===== config.mk =====
export PLATFORM = sky130hd
export DESIGN_NAME = ex_div_unit
export DESIGN_NICKNAME = d
export VERILOG_FILES = /design/src/rtl/ex_div_unit.sv
export SDC_FILE = /design/constraint.sdc
export NUM_CORES = 1
export LEC_CHECK = 0
export BUFFER_PORTS_ARGS = -buffer_cell sky130_fd_sc_hd__buf_2
export CAP_MARGIN = 20
export CORE_MARGIN = 4
export CORE_UTILIZATION = 42
export CTS_CLUSTER_SIZE = 10
export DETAILED_ROUTE_END_ITERATION = 12
export GPL_ROUTABILITY_DRIVEN = 0
export PLACE_DENSITY_LB_ADDON = 0.15
export SLEW_MARGIN = 20
export SYNTH_ARGS = -nofsm -noshare
export SYNTH_HDL_FRONTEND = slang
export SYNTH_SLANG_ARGS = --single-unit

===== constraint.sdc =====
create_clock -name clk -period 6 [get_ports clk]
set_input_delay 0.3 -clock clk [delete_from_list [all_inputs] [get_ports clk]]
set_output_delay 0.3 -clock clk [all_outputs]
set_load 0.02 [all_outputs]

===== src/rtl/ex_div_unit.sv =====
// EX-stage iterative divider for DIV/DIVU: 32 restoring iterations, stalls the
// pipeline while busy and writes quotient (LO) / remainder (HI) on completion.
module ex_div_unit #(
  parameter int unsigned WIDTH = 32
) (
  input  logic             clk,
  input  logic             rst,
  input  logic             start,
  input  logic             signed_div,
  input  logic [WIDTH-1:0] dividend,
  input  logic [WIDTH-1:0] divisor,
  input  logic             annul,
  output logic             stallreq_for_ex,
  output logic             ready,
  output logic [WIDTH-1:0] quotient,
  output logic [WIDTH-1:0] remainder
);

  localparam logic [1:0] IDLE = 2'd0;
  localparam logic [1:0] ZERO = 2'd1;
  localparam logic [1:0] RUN  = 2'd2;
  localparam logic [1:0] DONE = 2'd3;

  logic [1:0]       state, state_next;
  logic [5:0]       cnt;
  logic             sdiv_r, dvd_neg, dsr_neg;
  logic [WIDTH-1:0] quo_r, dsr_r;
  logic [WIDTH:0]   rem_r;

  logic [WIDTH-1:0] dvd_abs, dsr_abs;
  logic [WIDTH:0]   rem_sh, rem_nx;
  logic [WIDTH-1:0] quo_sh, quo_nx, q_fix, r_fix, zero_rem;
  logic [WIDTH+1:0] trial;

  assign stallreq_for_ex = start & ~annul & (state != DONE);

  always_ff @(posedge clk) begin
    if (rst) state <= IDLE;
    else     state <= state_next;
  end

  always_comb begin
    state_next = state;
    if (annul) begin
      state_next = IDLE;
    end else begin
      case (state)
        IDLE:    if (start) state_next = (divisor == '0) ? ZERO : RUN;
        ZERO:    state_next = DONE;
        RUN:     if (cnt == 6'd31) state_next = DONE;
        DONE:    state_next = IDLE;
        default: state_next = IDLE;
      endcase
    end
  end

  // One restoring step plus the sign fix-up applied to its result.
  always_comb begin
    dvd_abs  = (signed_div && dividend[WIDTH-1]) ? -dividend : dividend;
    dsr_abs  = (signed_div && divisor[WIDTH-1])  ? -divisor  : divisor;
    rem_sh   = {rem_r[WIDTH-1:0], quo_r[WIDTH-1]};
    quo_sh   = {quo_r[WIDTH-2:0], 1'b0};
    trial    = {1'b0, rem_sh} - {2'b00, dsr_r};
    rem_nx   = rem_sh;
    quo_nx   = quo_sh;
    if (!trial[WIDTH+1]) begin
      rem_nx = trial[WIDTH:0];
      quo_nx = quo_sh | WIDTH'(1);
    end
    q_fix    = (sdiv_r && (dvd_neg ^ dsr_neg)) ? -quo_nx : quo_nx;
    r_fix    = (sdiv_r && dvd_neg) ? -rem_nx[WIDTH-1:0] : rem_nx[WIDTH-1:0];
    // Divide-by-zero returns the original dividend, rebuilt from its magnitude.
    zero_rem = (sdiv_r && dvd_neg) ? -quo_r : quo_r;
  end

  always_ff @(posedge clk) begin
    if (rst) begin
      cnt       <= '0;
      sdiv_r    <= 1'b0;
      dvd_neg   <= 1'b0;
      dsr_neg   <= 1'b0;
      quo_r     <= '0;
      dsr_r     <= '0;
      rem_r     <= '0;
      ready     <= 1'b0;
      quotient  <= '0;
      remainder <= '0;
    end else begin
      ready <= 1'b0;
      case (state)
        IDLE: begin
          if (state_next != IDLE) begin
            sdiv_r  <= signed_div;
            dvd_neg <= dividend[WIDTH-1];
            dsr_neg <= divisor[WIDTH-1];
            quo_r   <= dvd_abs;
            dsr_r   <= dsr_abs;
            rem_r   <= '0;
            cnt     <= '0;
          end
        end
        RUN: begin
          rem_r <= rem_nx;
          quo_r <= quo_nx;
          cnt   <= cnt + 6'd1;
          if (state_next == DONE) begin
            quotient  <= q_fix;
            remainder <= r_fix;
            ready     <= 1'b1;
          end
        end
        ZERO: begin
          if (state_next == DONE) begin
            quotient  <= '1;
            remainder <= zero_rem;
            ready     <= 1'b1;
          end
        end
        default: ;
      endcase
    end
  end

endmodule


# After elaboration in Yosys (flattened, before gate mapping)
# Cells that the tools add are included.
[word_totals]
inputBits = 69
wordCells = 71
reg_bits = 172
output_inout_bits = 66
[classes]
eq_ne = 9
bitwise = 5
addsub = 7
muxes = 25
n_reduce_logical = 14
[ops]
columns = ["op", "n"]
rows = [
  ["32-bit 2-to-1 mux", 12],
  ["32-bit case mux with 2 select lines", 4],
  ["32-bit negator", 5],
  ["33-bit by 32-bit subtractor with 34-bit output", 1],
  ["32-bit zero test", 1],
  ["6-bit case mux with 2 select lines", 1],
  ["2-bit 2-to-1 mux", 4],
  ["2-bit != test, second input constant", 4],
  ["2-bit case mux with 4 select lines", 1],
  ["6-bit by 1-bit adder with 6-bit output, second input constant", 1],
  ["2-bit equality test, second input constant", 3],
  ["6-bit by 5-bit equality test with 1-bit output, second input constant", 1],
  ["6-bit 2-to-1 mux", 1],
  ["2-bit nonzero test", 3],
  ["1-bit logical AND", 4],
  ["2-bit AND reduction", 2],
  ["2-bit OR reduction", 2],
  ["3-bit AND reduction", 1],
  ["1-bit bitwise AND", 2],
  ["2-bit by 1-bit equality test with 1-bit output, second input constant", 1],
  ["2-bit zero test", 1],
  ["1-bit 2-to-1 mux", 2],
  ["1-bit inverter", 2],
  ["1-bit bitwise XOR", 1],
]

# Depth between registers and ports, before layout
# Gate-level depths: netlist (run 1).
[logic_depth]
ltp_word = 8
depth_mapped = 24
depth_no_buf = 21

# Worst setup path after synthesis (run 1)
# No wires, ideal clock.
[synth_path]
path_kind = "register -> register"
start = "register rem_r[9]"
end = "register remainder[24]"
synth_period_minus_slack_ns = 4.668
t_arrival_ns = 4.583
path_slack_ns = 1.332
path_stages_with_launch = 23
setup_ns = 0.086
required_ns = 5.914
n_path_buf = 4
cell_sequence = "dfxtp_1 -> ha_1 -> buf_2 -> nand4_1 -> or3_1 -> a21oi_2 -> o31ai_2 -> nand2_2 -> buf_2 -> buf_1 -> clkbuf_1 -> nand2_1 -> o21ai_0 -> ha_1 -> nand2_1 -> a211oi_1 -> nand3_1 -> o41a_1 -> a21oi_2 -> nand3_1 -> o31ai_1 -> xor2_1 -> a211oi_1"
[synth_via]
elab_chain_len = 6
[synth_lines]
columns = ["element", "line", "text"]
rows = [
  ["start, declared", "28", "logic [WIDTH:0] rem_r;"],
  ["start signal, assigned", "103", "rem_r <= rem_nx;"],
  ["33-bit by 32-bit subtractor with 34-bit output", "63", "trial = {1'b0, rem_sh} - {2'b00, dsr_r};"],
  ["32-bit 2-to-1 mux *", "66", "if (!trial[WIDTH+1]) begin"],
  ["32-bit negator", "71", "r_fix = (sdiv_r && dvd_neg) ? -rem_nx[WIDTH-1:0] : rem_nx[WIDTH-1:0];"],
  ["32-bit 2-to-1 mux *", "71", ""],
  ["32-bit 2-to-1 mux *", "106", "if (state_next == DONE) begin"],
  ["32-bit case mux with 2 select lines *", "90", "case (state)"],
  ["end signal, assigned", "108", "remainder <= r_fix;"],
  ["end signal, assigned", "115", "remainder <= zero_rem;"],
  ["end, declared", "16", "output logic [WIDTH-1:0] remainder"],
]
# Mark *: on every way between the ends. The rest lies on a longest branch, timed or not. The select of a mux whose other input is x is not followed.
# A chain may end at the register's enable or synchronous reset.

# Worst setup path after layout (run 1)
[layout_path]
start = "register dsr_r[16]"
end = "register remainder[24]"
[layout_via]
elab_chain_len = 6
[layout_lines]
columns = ["element", "line", "text"]
rows = [
  ["start, declared", "27", "logic [WIDTH-1:0] quo_r, dsr_r;"],
  ["start signal, assigned", "97", "dsr_r <= dsr_abs;"],
  ["33-bit by 32-bit subtractor with 34-bit output *", "63", ""],
  ["32-bit 2-to-1 mux *", "66", ""],
  ["32-bit negator", "71", ""],
  ["32-bit 2-to-1 mux *", "71", ""],
  ["32-bit 2-to-1 mux *", "106", ""],
  ["32-bit case mux with 2 select lines *", "90", ""],
]
# Marks and branches as above.

==> results of run 1 <==
[metal layers]
layer | track usage (%) | vias up
met3 | 4.62 | 57
met4 | 6.29 | 0
met2 | 37.0 | 545
li1 | - | 6514
met5 | 0 | -
met1 | 37.9 | 6192
[power by group]
part           switching [mW]  internal [mW]
logic                   0.665          0.327
clock network           0.553          0.607
registers              0.0784           1.20
[critical path: cells and delay by family (launching register included)]
| kind | cells | cell delay, ns |
|---|---|---|
| XOR/XNOR | 1 | 0.10 |
| buffers and inverters | 1 | 0.05 |
| adder cells (fa/ha/maj) | 2 | 0.71 |
| AND/OR/NAND/NOR | 5 | 0.93 |
| flip-flops | 1 | 0.31 |
| AO/OA/AOI/OAI | 9 | 2.60 |
[state kept, by name, indices dropped and copies added (netlist names)]
| signal | count |
|---|---|
| cnt | 6 |
| dsr_neg | 1 |
| dsr_r | 32 |
| dvd_neg | 1 |
| quo_r | 32 |
| quotient | 32 |
| ready | 1 |
| rem_r | 32 |
| remainder | 32 |
| sdiv_r | 1 |
| state | 2 |
[cell usage in the layout, fill, tap and decap left out, types with 6 or more instances in the layout]
master     netlist  layout
inv_1           49      49
buf_4            3      17
and3_1          10       9
nand3_1         53      53
xor2_1          82      82
dfxtp_1        172     172
or3_1           25      25
o41ai_1          6       6
nand2b_1         8       8
o21ai_0        102     102
buf_2           33     133
o31ai_1         12      12
nand4_1         16      16
and2_1          12      12
ha_1            42      41
o22ai_1         14      14
nor2_1         205     205
a311oi_1        22      22
o211ai_1        17      17
nor3_1          62      62
mux2i_1         14      14
nor3b_1          6       6
xnor2_1         78      78
o21a_1          11      10
nor4_1          24      24
a21oi_1        160     160
a21o_1           8       8
a211oi_1        55      55
nand2_1        273     273
clkbuf_16        0      17
or4_1            8       8
a31oi_1         26      26
[synth_stat cells, drive strengths merged (7+ instances only)]
library cell,count
o22ai,14
nor2,205
a31oi,27
and3,10
a21o,8
xnor2,78
or4,8
o21a,11
nor4,26
clkbuf,94
a311oi,22
o211ai,17
xor2,82
dfxtp,172
or3,25
nand2b,8
ha,42
inv,50
mux2i,14
o41ai,7
nand3,53
o31ai,13
a21oi,164
nand2,274
o21ai,109
nor3,64
and2,12
buf,42
nand4,17
a211oi,57
[through the flow]
step	power [mW]	hold slack, ns	cell area [µm²]	cells	worst slack, ns
2_1_floorplan	1.97	0.379	12900	1812	1.33
6_report	3.43	0.106	14300	2249	1.20
3_3_place_gp	2.26	0.440	13700	2217	1.51
4_1_cts	3.42	0.101	14300	2249	1.28
5_1_grt	3.59	0.0951	14300	2249	0.745
3_5_place_dp	2.26	0.443	13700	2217	1.31
[cell type report]
cell class / count / share of cell area (%)
Sequential cell: 172 / 24.1
Tap cell: 390 / 3.42
Clock inverter: 14 / 1.18
Inverter: 50 / 1.32
Multi-Input combinational cell: 1454 / 61.2
Clock buffer: 18 / 3.08
Timing Repair Buffer: 151 / 5.70
[cells by family (layout without fill, tap and decap cells)]
logic type	after synthesis	count (layout)	share of synthesized area [%]
and+or+nand+nor	734	734	25.9
DFF	172	172	26.7
muxes	16	16	1.35
xor gates and xnor gates	160	160	10.9
AOI/OAI and AO/OA	501	501	25.1
adders and majority gates	43	43	4.23
buffers and inverters	186	233	5.82
[final timing paths]
kind                            slack (ns)            end
worst min register to register        0.46      dsr_r[22]
worst max-delay path                  1.20  remainder[24]
worst max register to register        1.20  remainder[24]
worst min-delay path                  0.11       state[0]
==> report_table.html, run 1 <==
<table>
<tr><th>Metric</th><th>Value</th></tr>
<tr><th colspan="2">Clock network</th></tr>
<tr><td>CTS tree</td><td>yes</td></tr>
<tr><td>Clock net sink count</td><td>approximately 170</td></tr>
<tr><td>Post-CTS setup-driven buffer insertion count</td><td>0</td></tr>
<tr><td>Number of buffers inserted by hold repair at cts</td><td>0</td></tr>
<tr><td>Worst-path clk slew</td><td>approximately 0.08 ns</td></tr>
<tr><td>Number of gates resized after cts</td><td>0</td></tr>
<tr><td>CTS buffer count</td><td>17</td></tr>
<tr><td>Clock Path Buffers</td><td>2</td></tr>
<tr><td>Root cell of the clock tree</td><td>clkbuf_16</td></tr>
<tr><td>Clock network latency to the later pin of the worst-skew pair</td><td>around 0.45 ns</td></tr>
<tr><td>Maximum level of the CTS H-tree</td><td>4</td></tr>
<tr><th colspan="2">Yosys</th></tr>
<tr><td>Number of synthesized flops with an enable pin</td><td>0</td></tr>
<tr><td>Number of synthesis warnings</td><td>0</td></tr>
<tr><td>Mean Syn Cell Area</td><td>between 7 and 8 µm²</td></tr>
<tr><td>Main flop type after synthesis</td><td>dfxtp_1</td></tr>
<tr><td>Synth top area cells</td><td>dfxtp_1 27%, nand2_1 7.9%, a21oi_1 6.2%</td></tr>
<tr><td>Count of different cell masters after synthesis</td><td>87</td></tr>
<tr><td>Total nets after synthesis</td><td>1924</td></tr>
<tr><td>Cell Area, Synth</td><td>roughly 0.013 mm²</td></tr>
<tr><td>Fraction of the yosys area taken by sequential cells</td><td>26.7%</td></tr>
<tr><td>Cell taking the most area after synthesis</td><td>dfxtp_1</td></tr>
<tr><td>Fraction of synthesis flops using an asynchronous set or reset pin</td><td>0%</td></tr>
<tr><td>Share of the synthesized area in the top cell type</td><td>approximately a quarter</td></tr>
<tr><td>Count of mapped cells out of synthesis</td><td>about 1800</td></tr>
<tr><td>Number of flip-flops and latches in the synthesized netlist</td><td>between 150 and 200</td></tr>
<tr><th colspan="2">Min path</th></tr>
<tr><td>Hold Crit Depth</td><td>2</td></tr>
<tr><td>Worst hold-check path type</td><td>in2reg</td></tr>
<tr><td>Startpoint of the tightest hold check path</td><td>annul</td></tr>
<tr><th colspan="2">Status</th></tr>
<tr><td>Status</td><td>complete, no violations</td></tr>
<tr><th colspan="2">GRT</th></tr>
<tr><td>Initial antenna violation count</td><td>0</td></tr>
<tr><td>Wire length of the first global-routing pass</td><td>about 68 mm</td></tr>
<tr><td>Maximum number of pins on one net before global-route repair</td><td>between 90 and 100</td></tr>
<tr><td>Total global routing track utilization</td><td>25.1%</td></tr>
<tr><td>Number of global-route vias before repair</td><td>12203</td></tr>
<tr><td>Global-route congestion overflow total</td><td>0</td></tr>
<tr><th colspan="2">Drt</th></tr>
<tr><td>DRC errors left</td><td>0</td></tr>
<tr><td>Drt total wl</td><td>about 43 mm</td></tr>
<tr><td>Number of nets still failing antenna checks after routing</td><td>0</td></tr>
<tr><td>Met3 layer wire length in the routed design</td><td>3.56 mm</td></tr>
<tr><td>Routed length on met1</td><td>between 20 and 25 mm</td></tr>
<tr><td>Total number of vias</td><td>between 10000 and 15000</td></tr>
<tr><td>Wire per inst</td><td>19.3 µm</td></tr>
<tr><td>Met2 wire length</td><td>roughly 18 mm</td></tr>
<tr><td>Highest Signal Layer</td><td>met4</td></tr>
<tr><td>Initial detailed-routing violation count</td><td>roughly 1300</td></tr>
<tr><td>Via density per instance</td><td>around 6</td></tr>
<tr><td>First-pass iteration count of the detailed router</td><td>6</td></tr>
<tr><th colspan="2">Worst setup path</th></tr>
<tr><td>Critical Path Start Type</td><td>register</td></tr>
<tr><td>Arrival time of the worst setup path</td><td>around 5.2 ns</td></tr>
<tr><td>Slowest stage cell, crit path</td><td>ha_1</td></tr>
<tr><td>R2R cell count</td><td>18</td></tr>
<tr><td>Data required, critical path</td><td>6.36 ns</td></tr>
<tr><td>Crit-path max FO</td><td>9</td></tr>
<tr><td>Endpoint class of the critical path</td><td>register</td></tr>
<tr><td>Worst setup startpoint</td><td>dsr_r[16]</td></tr>
<tr><td>Peak per-stage delay on the critical path</td><td>0.41 ns</td></tr>
<tr><td>Origin of the critical flop-to-flop path</td><td>dsr_r[16]</td></tr>
<tr><td>Cell Chain, Critical Path</td><td>inv_1 &gt; ha_1 &gt; a21oi_1 &gt; o21ai_0 &gt; or2_1 &gt; o31ai_2 &gt; nand2_2 &gt; o21ai_0 &gt; ha_1 &gt; nand2_1 &gt; a211oi_1 &gt; nand3_1 &gt; o41a_1 &gt; a21oi_2 &gt; nand3_1 &gt; o31ai_1 &gt; xor2_1 &gt; a211oi_1</td></tr>
<tr><td>Critical path class</td><td>reg2reg</td></tr>
<tr><th colspan="2">Pwr</th></tr>
<tr><td>Worst vdd ir</td><td>roughly 0.19 mV</td></tr>
<tr><td>Power density over the cells</td><td>~240 mW/mm²</td></tr>
<tr><td>Leakage power total</td><td>roughly 5.6 nW</td></tr>
<tr><th colspan="2">Timing</th></tr>
<tr><td>Ratio of final minimum period to clock period</td><td>80.1%</td></tr>
<tr><td>Slew of the pin with the lowest slew margin</td><td>approximately 1.1 ns</td></tr>
<tr><td>Tightest slew margin relative to the limit</td><td>28.9%</td></tr>
<tr><td>Hold violation total from the final report</td><td>0</td></tr>
<tr><td>Highest clock rate</td><td>between 200 and 250 MHz</td></tr>
<tr><td>Setup repair after global routing missed its margin</td><td>no</td></tr>
<tr><td>Minimum clock period after layout</td><td>4.80 ns</td></tr>
<tr><td>Final Max Slew Viols</td><td>0</td></tr>
<tr><td>Final setup violation count</td><td>0</td></tr>
<tr><td>Setup TNS</td><td>0 ns</td></tr>
<tr><td>Worst Clk Skew</td><td>around 0.013 ns</td></tr>
<tr><th colspan="2">Floorplanning</th></tr>
<tr><td>Boundary pin count</td><td>roughly 140</td></tr>
<tr><td>Die outline width</td><td>between 150 and 200 µm</td></tr>
<tr><td>Std-Cell Rows</td><td>63</td></tr>
<tr><td>Starting utilization of the core area</td><td>43.1%</td></tr>
<tr><td>Vertical die dimension</td><td>between 150 and 200 µm</td></tr>
<tr><td>Area inside the core boundary</td><td>0.0300 mm²</td></tr>
<tr><td>Total die area</td><td>0.0336 mm²</td></tr>
<tr><th colspan="2">Final layout</th></tr>
<tr><td>Area overhead of the layout relative to synthesis</td><td>10.5%</td></tr>
<tr><td>Fraction of layout instances using a drive strength above 1</td><td>a little under an eighth</td></tr>
<tr><td>Fillers</td><td>~3100</td></tr>
<tr><td>Total area of multi-input combinational cells</td><td>slightly below 0.009 mm²</td></tr>
<tr><td>Number of nets in the layout</td><td>around 2000</td></tr>
<tr><td>Post-route core utilization</td><td>47.6%</td></tr>
<tr><td>Antenna fix cells</td><td>0</td></tr>
<tr><td>Sequential cell area</td><td>around 0.0034 mm²</td></tr>
<tr><th colspan="2">Run</th></tr>
<tr><td>Max capacitance violation total</td><td>0</td></tr>
<tr><th colspan="2">Placed design</th></tr>
<tr><td>Port Buf Inserts</td><td>between 100 and 150</td></tr>
<tr><td>HPWL after DPL</td><td>32.5 mm</td></tr>
</table>
(Power assumes the default switching activity.)
==> run 2, diff against run 1 <==
clock period = 4.5 ns   (was 6 ns; I/O delays follow)
==> run 2 against run 1 <==
Compared with the run above:
- sequential share of layout area shrank 0.74 points
- clock power grew 30%
- routed wire length grew 1.0%
- hold slack lost 0.073 ns
==> report_table.html, run 2 (synthesis results as in run 1) <==
<table>
<tr><th>Metric</th><th>Value</th></tr>
<tr><th colspan="2">Worst setup path</th></tr>
<tr><td>Critical Path Start Type</td><td>register</td></tr>
<tr><td>Slowest stage cell, crit path</td><td>nor4_1</td></tr>
<tr><td>Cell Chain, Critical Path</td><td>inv_1 &gt; ha_1 &gt; inv_1 &gt; fa_1 &gt; a211o_1 &gt; a211o_1 &gt; nand4_2 &gt; o311ai_4 &gt; xor2_1 &gt; nor4_1 &gt; a31oi_2 &gt; o21bai_1 &gt; mux2i_1 &gt; or2_1 &gt; a32o_1</td></tr>
<tr><td>Crit-path max FO</td><td>6 (-3)</td></tr>
<tr><td>Data required, critical path</td><td>4.83 ns (-1.53 ns)</td></tr>
<tr><td>Critical path class</td><td>reg2reg</td></tr>
<tr><td>Peak per-stage delay on the critical path</td><td>0.51 ns (+0.10 ns)</td></tr>
<tr><td>Endpoint class of the critical path</td><td>register</td></tr>
<tr><td>Arrival time of the worst setup path</td><td>4.58 ns (-0.58 ns)</td></tr>
<tr><th colspan="2">Final layout</th></tr>
<tr><td>Fillers</td><td>3100 (-1.0%)</td></tr>
<tr><td>Sequential cell area</td><td>0.00345 mm² (+0.11%)</td></tr>
<tr><td>Number of nets in the layout</td><td>2006 (+2.5%)</td></tr>
<tr><td>Antenna fix cells</td><td>0 (unchanged)</td></tr>
<tr><td>Final std cells w/o fill</td><td>2296 (+2.1%)</td></tr>
<tr><td>Post-route core utilization</td><td>49.2% (+1.6 points)</td></tr>
<tr><td>Leading cell types in the layout, fill and taps excluded</td><td>272 x nand2_1, 205 x nor2_1, 169 x dfxtp_1</td></tr>
<tr><td>Most common cell after layout, fill and taps aside</td><td>nand2_1</td></tr>
<tr><td>Total area of multi-input combinational cells</td><td>0.00887 mm² (+1.7%)</td></tr>
<tr><td>Post-Layout Inst Area</td><td>0.0147 mm² (+3.3%)</td></tr>
<tr><td>Area overhead of the layout relative to synthesis</td><td>14.2%</td></tr>
<tr><td>Fraction of layout instances using a drive strength above 1</td><td>15.1% (+3.4 points)</td></tr>
<tr><th colspan="2">Drt</th></tr>
<tr><td>Initial detailed-routing violation count</td><td>1264 (-2.7%)</td></tr>
<tr><td>Via density per instance</td><td>5.94 (+0.46%)</td></tr>
<tr><td>DRC errors left</td><td>0 (unchanged)</td></tr>
<tr><td>Number of nets still failing antenna checks after routing</td><td>0 (unchanged)</td></tr>
<tr><td>Total number of vias</td><td>13648 (+2.6%)</td></tr>
<tr><td>Drt total wl</td><td>43.9 mm (+1.0%)</td></tr>
<tr><td>First-pass iteration count of the detailed router</td><td>7 (+1)</td></tr>
<tr><td>Wire per inst</td><td>19.1 µm (-1.1%)</td></tr>
<tr><th colspan="2">GRT</th></tr>
<tr><td>Maximum number of pins on one net before global-route repair</td><td>92 (unchanged)</td></tr>
<tr><td>Wire length of the first global-routing pass</td><td>68.4 mm (+0.26%)</td></tr>
<tr><td>Number of global-route vias before repair</td><td>12295 (+0.75%)</td></tr>
<tr><td>Total global routing track utilization</td><td>25.2% (about the same)</td></tr>
<tr><td>Initial antenna violation count</td><td>0 (unchanged)</td></tr>
<tr><td>Global-route congestion overflow total</td><td>0 (unchanged)</td></tr>
<tr><th colspan="2">Pwr</th></tr>
<tr><td>Worst vdd ir</td><td>0.238 mV (+27%)</td></tr>
<tr><td>Power density over the cells</td><td>312 mW/mm² (+30%)</td></tr>
<tr><td>Final total power</td><td>4.60 mW (+34%)</td></tr>
<tr><td>Leakage power total</td><td>5.87 nW (+4.5%)</td></tr>
<tr><th colspan="2">Floorplanning</th></tr>
<tr><td>Std-Cell Rows</td><td>63 (unchanged)</td></tr>
<tr><td>Total die area</td><td>0.0336 mm² (unchanged)</td></tr>
<tr><td>Starting utilization of the core area</td><td>43.1% (unchanged)</td></tr>
<tr><td>Boundary pin count</td><td>135 (unchanged)</td></tr>
<tr><td>Area inside the core boundary</td><td>0.0300 mm² (unchanged)</td></tr>
<tr><td>Vertical die dimension</td><td>183 µm (unchanged)</td></tr>
<tr><td>Die outline width</td><td>183 µm (unchanged)</td></tr>
<tr><th colspan="2">Clock network</th></tr>
<tr><td>Number of buffers inserted by hold repair at cts</td><td>0 (unchanged)</td></tr>
<tr><td>Root cell of the clock tree</td><td>clkbuf_16</td></tr>
<tr><td>Clock net sink count</td><td>172 (unchanged)</td></tr>
<tr><td>Worst-path clk slew</td><td>0.07 ns (about the same)</td></tr>
<tr><td>CTS tree</td><td>yes</td></tr>
<tr><td>Clock Path Buffers</td><td>2 (unchanged)</td></tr>
<tr><td>CTS buffer count</td><td>17 (unchanged)</td></tr>
<tr><td>Clock network latency to the later pin of the worst-skew pair</td><td>0.44 ns (about the same)</td></tr>
<tr><td>Maximum level of the CTS H-tree</td><td>4 (unchanged)</td></tr>
<tr><th colspan="2">Run</th></tr>
<tr><td>Max capacitance violation total</td><td>0 (unchanged)</td></tr>
<tr><th colspan="2">Placed design</th></tr>
<tr><td>HPWL after DPL</td><td>33.2 mm (+2.0%)</td></tr>
<tr><td>Post-DP Area</td><td>0.0140 mm² (+2.2%)</td></tr>
<tr><td>Port Buf Inserts</td><td>134 (unchanged)</td></tr>
<tr><td>Instance count after placement with tap cells included</td><td>2257 (+1.8%)</td></tr>
<tr><th colspan="2">Timing</th></tr>
<tr><td>Worst Clk Skew</td><td>0.0122 ns (-0.000847 ns)</td></tr>
<tr><td>Minimum clock period after layout</td><td>4.25 ns (-0.551 ns)</td></tr>
<tr><td>Ratio of final minimum period to clock period</td><td>94.5% (+14 points)</td></tr>
<tr><td>Final Max Slew Viols</td><td>0 (unchanged)</td></tr>
<tr><td>Final setup violation count</td><td>0 (unchanged)</td></tr>
<tr><td>Setup TNS</td><td>0 ns (unchanged)</td></tr>
<tr><td>Hold violation total from the final report</td><td>0 (unchanged)</td></tr>
<tr><td>Slew of the pin with the lowest slew margin</td><td>1.10 ns (+0.0345 ns)</td></tr>
<tr><td>Highest clock rate</td><td>235 MHz (+13%)</td></tr>
<tr><td>Tightest slew margin relative to the limit</td><td>26.6% (-2.3 points)</td></tr>
<tr><th colspan="2">Min path</th></tr>
<tr><td>Worst hold-check path type</td><td>in2reg</td></tr>
<tr><th colspan="2">Status</th></tr>
<tr><td>Status</td><td>complete, no violations</td></tr>
</table>
-- run 2: cell count changes in the layout (fill, tap and decap cells not counted), moves of 3 or more --
cell        before  now
a21oi_1        160  155
clkinv_4         1    4
buf_4           17   64
o21ai_0        102   97
dfxtp_1        172  169
dfxtp_2          0    3
ha_1            41   34
clkinvlp_4       3    0
a21oi_4          0    3
ha_2             1    6
o21ai_1          5    9
-- run 2: metal layers --
layer | vias to the layer above | wire [µm] | GRT usage, %
met5 | - | 0 | 0
met4 | 0 | 1010 | 6.50
met3 | 70 | 3740 | 4.90
met2 | 565 | 18500 | 37.5
met1 | 6399 | 20600 | 37.2
li1 | 6614 | - | -
-- run 2: final cells by class --
type                       instances  share of cell area [%]
timing repair buffer             198                    7.92
clock inverter                    12                   0.883
inverter                          50                    1.27
sequential                       172                    23.4
clock buffer                      19                    3.01
multi-input combinational       1455                    60.2
tap                              390                    3.31
-- run 2: per-stage QoR --
stage	hold WS (ns)	worst slack (ns)
floorplan	0.304	0.0399
global placement	0.442	0.196
detailed placement	0.447	0.0522
CTS	0.0266	0.0197
global route	0.0423	-0.00579
finish	0.0332	0.247
-- run 2: timing repair --
item                       in CTS  in global routing
gates resized for setup         0                 35
setup endpoints to repair       0                 15
buffers inserted                0                  7
-- run 2: power breakdown --
part           switching [mW]  total (mW)  internal [mW]
Sequential              0.107        1.70           1.59
Combinational           0.899        1.38          0.486
Clock                   0.718        1.51          0.795
Total                    1.72        4.60           2.87
-- run 2: final timing paths --
check	startpoint	to	slack [ns]	depth (start not counted)
worst min-delay path	annul	state[0]	0.03	2
worst max register to register	quo_r[31]	remainder[23]	0.25	15
worst max-delay path	quo_r[31]	remainder[23]	0.25	15
worst min register to register	dsr_r[20]	dsr_r[20]	0.45	2
-- run 2: worst max-delay path: cells and delay by family (launching register included) --
family,cells,cell delay (ns)
xor gates and xnor gates,1,0.21
AOI/OAI and AO/OA,6,1.61
DFF,1,0.35
buffers and inverters,2,0.23
muxes,1,0.13
adders and majority gates,2,0.62
and+or+nand+nor,3,0.98
==> run 3, diff against run 2 <==
RECOVER_POWER = 50   (was not set)
SETUP_SLACK_MARGIN = 0.15   (was not set)
==> run 3 against run 2 <==
Compared with the run above:
- non-clock buffer count is the same
- largest power group unchanged
- final cell count unchanged
- critical endpoint unchanged
- global-route usage up 0.31 points
- critical path depth stayed put
- routed wire length rose by 1.9%
- maximum frequency barely moved
- die area did not move
- clock skew is 0.0084 ns higher
- utilization up 0.74 points
- highest routed layer unchanged
==> report_table.html, run 3 (synthesis results as in run 1) <==
<table>
<tr><th>Metric</th><th>Value</th></tr>
<tr><th colspan="2">Timing</th></tr>
<tr><td>Tightest slew margin relative to the limit</td><td>4.44% (-22 points)</td></tr>
<tr><td>Minimum clock period after layout</td><td>4.25 ns (+0.00220 ns)</td></tr>
<tr><td>Worst setup margin</td><td>0.245 ns (-0.00219 ns)</td></tr>
<tr><td>Hold Slack</td><td>0.0452 ns (+0.0120 ns)</td></tr>
<tr><td>Hold violation total from the final report</td><td>0 (unchanged)</td></tr>
<tr><td>Setup TNS</td><td>0 ns (unchanged)</td></tr>
<tr><td>Final setup violation count</td><td>0 (unchanged)</td></tr>
<tr><td>Final Max Slew Viols</td><td>0 (unchanged)</td></tr>
<tr><td>Worst Clk Skew</td><td>0.0205 ns (+0.00838 ns)</td></tr>
<tr><td>Slew of the pin with the lowest slew margin</td><td>1.43 ns (+0.333 ns)</td></tr>
<tr><td>Ratio of final minimum period to clock period</td><td>94.5% (about the same)</td></tr>
<tr><td>Setup repair after global routing missed its margin</td><td>yes</td></tr>
<tr><td>Highest clock rate</td><td>235 MHz (about the same)</td></tr>
<tr><th colspan="2">Final layout</th></tr>
<tr><td>Most common cell after layout, fill and taps aside</td><td>nand2_1</td></tr>
<tr><td>Fraction of layout instances using a drive strength above 1</td><td>13.7% (-1.4 points)</td></tr>
<tr><td>Fillers</td><td>3047 (-1.7%)</td></tr>
<tr><td>Number of nets in the layout</td><td>2005 (-0.050%)</td></tr>
<tr><td>Leading cell types in the layout, fill and taps excluded</td><td>270 x nand2_1, 203 x nor2_1, 156 x dfxtp_1</td></tr>
<tr><td>Area overhead of the layout relative to synthesis</td><td>15.9%</td></tr>
<tr><td>Antenna fix cells</td><td>0 (unchanged)</td></tr>
<tr><th colspan="2">Min path</th></tr>
<tr><td>Startpoint of the tightest hold check path</td><td>dividend[31]</td></tr>
<tr><td>Worst hold-check path type</td><td>in2reg</td></tr>
<tr><th colspan="2">Clock network</th></tr>
<tr><td>Maximum level of the CTS H-tree</td><td>4 (unchanged)</td></tr>
<tr><td>Root cell of the clock tree</td><td>clkbuf_16</td></tr>
<tr><td>Clock net sink count</td><td>172 (unchanged)</td></tr>
<tr><td>CTS buffer count</td><td>17 (unchanged)</td></tr>
<tr><td>Clock Path Buffers</td><td>2 (unchanged)</td></tr>
<tr><td>Clock network latency to the later pin of the worst-skew pair</td><td>0.46 ns (+0.02 ns)</td></tr>
<tr><td>Worst-path clk slew</td><td>0.08 ns (about the same)</td></tr>
<tr><td>CTS tree</td><td>yes</td></tr>
<tr><th colspan="2">GRT</th></tr>
<tr><td>Total global routing track utilization</td><td>25.5% (+0.31 points)</td></tr>
<tr><td>Wire length of the first global-routing pass</td><td>69.1 mm (+0.99%)</td></tr>
<tr><td>Initial antenna violation count</td><td>0 (unchanged)</td></tr>
<tr><td>Global-route congestion overflow total</td><td>0 (unchanged)</td></tr>
<tr><td>Number of global-route vias before repair</td><td>12408 (+0.92%)</td></tr>
<tr><td>Maximum number of pins on one net before global-route repair</td><td>74 (-20%)</td></tr>
<tr><th colspan="2">Floorplanning</th></tr>
<tr><td>Total die area</td><td>0.0336 mm² (unchanged)</td></tr>
<tr><td>Std-Cell Rows</td><td>63 (unchanged)</td></tr>
<tr><td>Starting utilization of the core area</td><td>43.1% (unchanged)</td></tr>
<tr><td>Vertical die dimension</td><td>183 µm (unchanged)</td></tr>
<tr><td>Die outline width</td><td>183 µm (unchanged)</td></tr>
<tr><td>Boundary pin count</td><td>135 (unchanged)</td></tr>
<tr><td>Area inside the core boundary</td><td>0.0300 mm² (unchanged)</td></tr>
<tr><th colspan="2">Pwr</th></tr>
<tr><td>Worst vdd ir</td><td>0.264 mV (+11%)</td></tr>
<tr><td>Leakage power total</td><td>5.61 nW (-4.4%)</td></tr>
<tr><td>Final total power</td><td>4.78 mW (+4.0%)</td></tr>
<tr><td>Power density over the cells</td><td>320 mW/mm² (+2.4%)</td></tr>
<tr><th colspan="2">Status</th></tr>
<tr><td>Status</td><td>complete, no violations</td></tr>
<tr><th colspan="2">Placed design</th></tr>
<tr><td>Placement-stage worst setup slack</td><td>0.127 ns (+0.0748 ns)</td></tr>
<tr><td>HPWL after DPL</td><td>33.3 mm (+0.55%)</td></tr>
<tr><td>Port Buf Inserts</td><td>134 (unchanged)</td></tr>
<tr><th colspan="2">Worst setup path</th></tr>
<tr><td>Data required, critical path</td><td>4.84 ns (about the same)</td></tr>
<tr><td>Arrival time of the worst setup path</td><td>4.60 ns (+0.02 ns)</td></tr>
<tr><td>Endpoint class of the critical path</td><td>register</td></tr>
<tr><td>Worst setup startpoint</td><td>quo_r[31]</td></tr>
<tr><td>Origin of the critical flop-to-flop path</td><td>quo_r[31]</td></tr>
<tr><td>Critical path class</td><td>reg2reg</td></tr>
<tr><td>Crit-path max FO</td><td>6 (unchanged)</td></tr>
<tr><td>Critical Path Start Type</td><td>register</td></tr>
<tr><th colspan="2">Drt</th></tr>
<tr><td>Wire per inst</td><td>19.5 µm (+1.9%)</td></tr>
<tr><td>Drt total wl</td><td>44.7 mm (+1.9%)</td></tr>
<tr><td>Via density per instance</td><td>5.92 (-0.48%)</td></tr>
<tr><td>First-pass iteration count of the detailed router</td><td>7 (unchanged)</td></tr>
<tr><td>Initial detailed-routing violation count</td><td>1401 (+11%)</td></tr>
<tr><td>DRC errors left</td><td>0 (unchanged)</td></tr>
<tr><td>Total number of vias</td><td>13583 (-0.48%)</td></tr>
<tr><td>Number of nets still failing antenna checks after routing</td><td>0 (unchanged)</td></tr>
<tr><th colspan="2">Run</th></tr>
<tr><td>Max capacitance violation total</td><td>0 (unchanged)</td></tr>
</table>
-- run 3: metal layers --
metal / wire length [µm] / track usage (%) / part of all wire (%)
met2: 18900 / 37.4 / 42
met5: 0 / 0 / 0
met1: 21000 / 37.7 / 47
met3: 3530 / 4.56 / 7.9
met4: 1300 / 8.13 / 2.9
-- run 3: repair_timing --
action,4_1_cts,5_1_grt
hold buffers,1,0
pin swaps,0,22
gates cloned,0,0
endpoints found under the setup margin,2,24
endpoints found under the hold margin,1,0
setup buffers,0,14
gates resized for setup,3,90
-- run 3: cell type report --
class	count	area (µm²)	share of cell area, %
clock inverters	14	198	1.32
flip-flops and latches	172	3460	23.2
clock buffers	18	439	2.94
multi-input cells	1454	9100	60.9
repair buffers	198	1070	7.16
well taps	390	488	3.26
inverters	50	188	1.26
-- run 3: where the power goes --
group | internal [mW] | switching (mW) | total, mW | leakage (nW)
logic | 0.513 | 0.936 | 1.45 | 3.89
clock network | 0.913 | 0.721 | 1.63 | 0.314
registers | 1.59 | 0.103 | 1.70 | 1.41
total | 3.02 | 1.76 | 4.78 | 5.61
-- run 3: metrics by stage --
step                cells  cell area (µm²)  utilization, %
floorplan            1812            12900               -
global placement     2249            13900            46.4
detailed placement   2249            13900            46.4
CTS                  2282            14600            48.6
global route         2296            15000            49.9
finish               2296            15000            49.9
-- run 3: path summary, 6_finish.rpt --
path                    to  slack, ns  cells after the start
min                dvd_neg       0.05                      3
max reg2reg  remainder[23]       0.25                     15
max          remainder[23]       0.25                     15
min reg2reg      dsr_r[21]       0.46                      2
-- run 3: critical path, stage by stage (launching register included) --
cell	delay (ns)
dfxtp_1	0.36
inv_1	0.15
ha_1	0.26
inv_1	0.07
fa_1	0.41
a211o_1	0.32
a211o_1	0.38
nand4_2	0.23
nand2_1	0.10
a311oi_1	0.57
nor3_2	0.15
a31oi_2	0.38
o21bai_1	0.19
mux2i_1	0.10
or2_1	0.24
a32o_1	0.25
